**config.mk**
```make
export PLATFORM = sky130hd
export DESIGN_NAME = popcnt_seq
export DESIGN_NICKNAME = d
export VERILOG_FILES = /design/src/rtl/popcnt_seq.sv
export SDC_FILE = /design/constraint.sdc
export NUM_CORES = 1
export LEC_CHECK = 0
export CORE_ASPECT_RATIO = 0.6
export CORE_MARGIN = 2
export CORE_UTILIZATION = 23
export DETAILED_ROUTE_END_ITERATION = 10
export GPL_TIMING_DRIVEN = 0
export PLACE_DENSITY_LB_ADDON = 0.05
export SETUP_SLACK_MARGIN = 0.1
export SYNTH_ARGS = -nofsm -noshare
export SYNTH_HDL_FRONTEND = slang
export SYNTH_SLANG_ARGS = --single-unit
export TNS_END_PERCENT = 10
```
**constraint.sdc**
```tcl
create_clock -name clk -period 3.3 [get_ports clk]
set_clock_uncertainty 0.2 [all_clocks]
set_input_delay 0.66 -clock clk [delete_from_list [all_inputs] [get_ports clk]]
set_output_delay 0.66 -clock clk [all_outputs]
set_load 0.05 [all_outputs]
```
**src/rtl/popcnt_seq.sv**
```systemverilog
// popcnt_seq: sequential population count.
// An accepted W-bit operand is counted CHUNK bits per cycle through one
// shared popcount slice. The result is presented after a fixed NCH cycles
// and held until the consumer takes it.
//
// Handshakes: a transfer happens on a rising clk edge where valid && ready
// are both high. On the input side, in_ready depends combinationally on
// abort and rst, so a producer may hold in_valid high while waiting. On the
// output side, out_valid stays high and out_count stays stable until the
// transfer edge, unless abort or rst cancels the result first.
module popcnt_seq #(
    parameter int W     = 128,
    parameter int CHUNK = 8,
    parameter int NCH   = W / CHUNK,
    parameter int CW    = $clog2(W + 1)
) (
    input  logic          clk,
    input  logic          rst,
    input  logic          in_valid,
    output logic          in_ready,
    input  logic [W-1:0]  in_data,
    input  logic          abort,
    output logic          out_valid,
    input  logic          out_ready,
    output logic [CW-1:0] out_count,
    output logic          busy,
    output logic [1:0]    dbg_state
);

    // Chunk index width; at least one bit even when there is a single chunk.
    localparam int IW = (NCH > 1) ? $clog2(NCH) : 1;
    localparam logic [IW-1:0] LAST_IDX = IW'(NCH - 1);

    typedef enum logic [1:0] {
        S_IDLE = 2'd0,
        S_BUSY = 2'd1,
        S_DONE = 2'd2
    } state_t;

    state_t          r_state;
    state_t          w_state_nxt;
    logic [W-1:0]    r_shreg;
    logic [CW-1:0]   r_acc;
    logic [IW-1:0]   r_idx;
    logic [CW-1:0]   r_count;
    logic [CW-1:0]   w_chunk_pop;
    logic [CW-1:0]   w_sum;
    logic            w_accept;
    logic            w_last;

    assign in_ready  = (r_state == S_IDLE) && !abort && !rst;
    assign w_accept  = in_valid && in_ready;
    assign w_last    = (r_idx == LAST_IDX);
    assign out_valid = (r_state == S_DONE);
    assign busy      = (r_state == S_BUSY);
    assign out_count = r_count;
    assign dbg_state = r_state;

    // Popcount of the low chunk of the shift register, plus the running sum.
    always_comb begin
        w_chunk_pop = '0;
        for (int i = 0; i < CHUNK; i++) begin
            w_chunk_pop = w_chunk_pop + CW'(r_shreg[i]);
        end
        w_sum = r_acc + w_chunk_pop;
    end

    // State register.
    always_ff @(posedge clk) begin
        if (rst) begin
            r_state <= S_IDLE;
        end else begin
            r_state <= w_state_nxt;
        end
    end

    // Next-state logic; abort beats both the last-chunk step and the output transfer.
    always_comb begin
        w_state_nxt = r_state;
        case (r_state)
            S_IDLE: begin
                if (w_accept) begin
                    w_state_nxt = S_BUSY;
                end
            end
            S_BUSY: begin
                if (abort) begin
                    w_state_nxt = S_IDLE;
                end else if (w_last) begin
                    w_state_nxt = S_DONE;
                end
            end
            S_DONE: begin
                if (abort || out_ready) begin
                    w_state_nxt = S_IDLE;
                end
            end
            default: begin
                w_state_nxt = S_IDLE;
            end
        endcase
    end

    // Datapath: capture on accept, one chunk per BUSY cycle, publish final sum entering DONE.
    always_ff @(posedge clk) begin
        if (rst) begin
            r_shreg <= '0;
            r_acc   <= '0;
            r_idx   <= '0;
            r_count <= '0;
        end else begin
            case (r_state)
                S_IDLE: begin
                    if (w_accept) begin
                        r_shreg <= in_data;
                        r_acc   <= '0;
                        r_idx   <= '0;
                    end
                end
                S_BUSY: begin
                    // An aborted job freezes here; the next accept clears it.
                    if (!abort) begin
                        r_acc   <= w_sum;
                        r_shreg <= r_shreg >> CHUNK;
                        r_idx   <= r_idx + IW'(1);
                        if (w_last) begin
                            r_count <= w_sum;
                        end
                    end
                end
                default: begin
                end
            endcase
        end
    end

endmodule

```
==> results.md <==
| Result | Value | Unit |
| --- | --- | --- |
| RSZ-0062 raised after global routing | true | - |
| Sequential area share after synthesis | 48.0 | % |
| Number of global-route vias before repair | 6,145 | - |
| Headroom to the max-slew limit | 55.7 | % |
| Fraction of layout instances using a drive strength above 1 | 8.31 | % |
| Synthesized instance count | 715 | - |
| Growth of design area from synthesis to finish | 41.2 | % |
| Area of the mapped netlist | 6260 | sq um |
| Share of the core filled with cells | 33.2 | % |
| HP Start | out_count[3] | - |
| Highest-count cells in the layout ignoring fill and taps | sky130_fd_sc_hd__dfxtp_1, sky130_fd_sc_hd__clkdlybuf4s50_1, sky130_fd_sc_hd__nand2_1 | - |
| Core area | 26,600 | sq um |
| Remaining global-route overflow | 0 | - |
| Synthesis Warnings | 0 | - |
| Peak per-stage delay on the critical path | 0.52 | ns |
| DP Area | 8160 | sq um |
| Global routing usage summed across all routing layers | 15.9 | % |
| Diodes inserted | 0 | - |
| Dominant synthesized flop cell | sky130_fd_sc_hd__dfxtp_1 | - |
| Die area | 28,600 | sq um |
| Most common library cell in the layout ignoring fill and taps | sky130_fd_sc_hd__dfxtp_1 | - |
| Total wire length | 22.2 | mm |
| Gate family responsible for the most delay along the worst path | adder cells | - |
| Most numerous cell on the critical path | sky130_fd_sc_hd__fa_1 | - |
| Share of synthesized flip-flops with an asynchronous set or reset | 0 | % |
| Via Count | 5,891 | - |
| Number of setup violations in the final report | 8 | - |
| Kind of start point of the critical path | flop | - |
| Tightest Pin Transition | 0.665 | ns |
| Total clock buffers created by CTS | 17 | - |
| Number of port buffers | 144 | - |
| Critical path type | reg -> reg | - |
| Clock sink count | 150 | - |
| NumNets Final | 1,024 | - |
| Crit path required time | 3.40 | ns |
| Path depth of the worst reg2reg path | 12 | - |
| Count of state elements after synthesis | 150 | - |
| Root Buffer Master | sky130_fd_sc_hd__clkbuf_16 | - |
| Number of pins exceeding their max-slew limit in the final report | 0 | - |
| Fmax | 276 | MHz |
| Smallest setup slack after layout | -0.321 | ns |
| Drt first pass iters | 5 | - |
| Worst R2R Start | r_shreg[0] | - |
| Cell breakdown of the critical path | fa_1, inv_1, fa_1, fa_1, fa_2, inv_2, fa_2, a21o_1, a21oi_4, nand3b_1, mux2i_1, o21ai_1 | - |
| Internal reg-to-reg setup slack | -0.32 | ns |
| Cts-stage hold buffer count | 0 | - |
| Die height | 132 | um |
| Number of max-cap violations | 0 | - |
| Count of nets left with antenna violations after detail routing | 0 | - |
| Die width | 217 | um |
| # IOs | 146 | - |
| Worst setup path startpoint | r_shreg[0] | - |
| Min-Delay Path Depth | 2 | - |
| Worst min-delay path endpoint | out_count[3] | - |
| Clock latency on the worst-skew pair | 0.44 | ns |
| Antenna violations before repair | 0 | - |
| VDD IR-drop max | 0.000271 | V |
| Run status | complete, but fails checks | - |
| First-pass GRT wire length | 34.6 | mm |
| Clock tree from TritonCTS | done | - |
| Failing checks | setup timing | - |
| Kind of capture point of the worst setup path | flop | - |
| Endpoint of the most critical register-to-register path | r_acc[6] | - |
| Wire per inst | 17.7 | um |
| Buffers plus inverters on the worst setup path | 2 | - |
| Critical-path maximum fanout | 2 | - |
| Half-perimeter wire length after detailed placement | 17.1 | mm |
| Worst hold path class | reg -> reg | - |
| Post-route DRC | 0 | - |
| Maximum number of pins on one net before global-route repair | 17 | - |
| Count of H-tree levels built during CTS | 4 | - |
| Synthesized Nets | 860 | - |
| Number of different library cells in the post-synthesis netlist | 36 | - |
| Period utilization | 110 | % |
| Clock period minus worst slack | 3.62 | ns |
| Count of endpoints failing hold in the final timing report | 0 | - |
| Power density cells | 513 | nW/um^2 |
| Starting DRC count in detailed routing | 299 | - |
| Area of all placed cells without fillers | 8840 | sq um |
| Maximum count of clock buffers along a single path | 2 | - |
| Number of fill cells | 2,811 | - |
| Leakage component of the power | 0.00313 | uW |
| Number of enable flip-flop cells after synthesis | 0 | - |
| Std-Cell Rows | 46 | - |
| Register clock-pin slew on the reported worst setup and hold paths | 0.06 | ns |
| Arr. time, crit path | 3.72 | ns |
| Vias per cell | 4.71 | - |
| Weighted congestion reported at the end of routability-driven placement | 0.755 | - |
| Post-Synthesis Mean Instance Area | 8.75 | sq um |
| Starting Density | 23.5 | % |
| Critical-path cell with the highest stage delay | sky130_fd_sc_hd__fa_1 | - |
==> worst max-delay path by stage <==
stage | end | cells past startpoint | slack [ns]
3_5_place_dp | r_acc[6] | 12 | -0.43
3_3_place_gp | r_acc[6] | 12 | -0.40
6_report | r_acc[6] | 12 | -0.32
2_1_floorplan | r_acc[6] | 12 | -0.19
4_1_cts | r_acc[6] | 12 | -0.30
5_1_grt | r_acc[6] | 12 | -0.44
==> sequential cells by signal, indices dropped and copies added, names as in the netlist <==
signal / cells
r_idx: 4
r_acc: 8
dbg_state: 2
out_count: 8
r_shreg: 128
==> final cells by class <==
cell class | instances | area (sq um) | share of cell area [%]
plain buffers | 63 | 290 | 3.28
clock buffers | 18 | 439 | 4.97
clock inverters | 13 | 204 | 2.31
inverters | 13 | 48.8 | 0.552
multi-input cells | 489 | 2960 | 33.4
flip-flops and latches | 150 | 3000 | 34.0
well taps | 360 | 450 | 5.10
repair buffers | 145 | 1450 | 16.4
==> cell usage after synthesis, types with 5 or more instances <==
cell / n / area [sq um]
sky130_fd_sc_hd__inv_1: 13 / 48.8
sky130_fd_sc_hd__nand3_1: 14 / 70.1
sky130_fd_sc_hd__buf_1: 7 / 26.3
sky130_fd_sc_hd__mux2i_1: 26 / 260
sky130_fd_sc_hd__buf_2: 23 / 115
sky130_fd_sc_hd__ha_1: 7 / 87.6
sky130_fd_sc_hd__a21oi_1: 112 / 561
sky130_fd_sc_hd__a22oi_1: 95 / 713
sky130_fd_sc_hd__dfxtp_1: 150 / 3000
sky130_fd_sc_hd__nor2_1: 42 / 158
sky130_fd_sc_hd__buf_4: 6 / 45.0
sky130_fd_sc_hd__fa_1: 5 / 100
sky130_fd_sc_hd__a211oi_1: 29 / 218
sky130_fd_sc_hd__nand2_1: 117 / 439
sky130_fd_sc_hd__nor3_1: 5 / 25.0
sky130_fd_sc_hd__clkbuf_1: 27 / 101
sky130_fd_sc_hd__xor2_1: 6 / 52.6
==> report_power, final <==
group	internal [uW]	leakage (uW)	switching, uW
sequential	1880	0.00122	37.3
combinational	235	0.00160	229
clock	1360	0.000316	801
==> repair_timing <==
item                                    CTS  global route
endpoints found under the setup margin   16            15
buffers inserted                          1             0
gates resized for setup                   9             5
pin swaps                                 4             4
==> layer usage <==
layer | wire, um | track usage, % | part of all wire (%) | vias up
li1 | - | - | - | 2882
met1 | 11700 | 23.7 | 53 | 2846
met2 | 9260 | 22.6 | 42 | 146
met4 | 245 | 4.11 | 1.1 | 0
met3 | 1020 | 3.85 | 4.6 | 17
met5 | 0 | 0 | 0 | -
==> cells by family (layout without fill, tap and decap cells) <==
family                     Yosys count  after routing  share of synthesized area [%]
DFF                                150            150                           48.0
and+or+nand+nor                    195            195                           13.2
buffers and inverters               76            252                           5.38
adders and majority gates           12             12                           3.00
xor gates and xnor gates             7              7                          0.980
muxes                               26             26                           4.16
AOI/OAI and AO/OA                  249            249                           25.3
==> stage by stage <==
stage               setup TNS (ns)  total power [uW]  hold WS (ns)  cells  setup slack [ns]
floorplan                   -0.405              2150         0.236    715            -0.187
global route                 -3.16              4720         0.272   1251            -0.444
detailed placement           -2.34              2420         0.248   1219            -0.434
finish                       -1.69              4530         0.253   1251            -0.321
CTS                          -1.72              4590         0.257   1251            -0.304
global placement             -2.11              2410         0.245   1219            -0.397
==> tightest hold or removal path, delay by kind of cell, from the launching register on <==
family | cells | cell delay [ns]
compound gates | 1 | 0.05
flops | 1 | 0.31
simple gates | 1 | 0.05
Note: power is estimated with default switching activity, not from simulation.
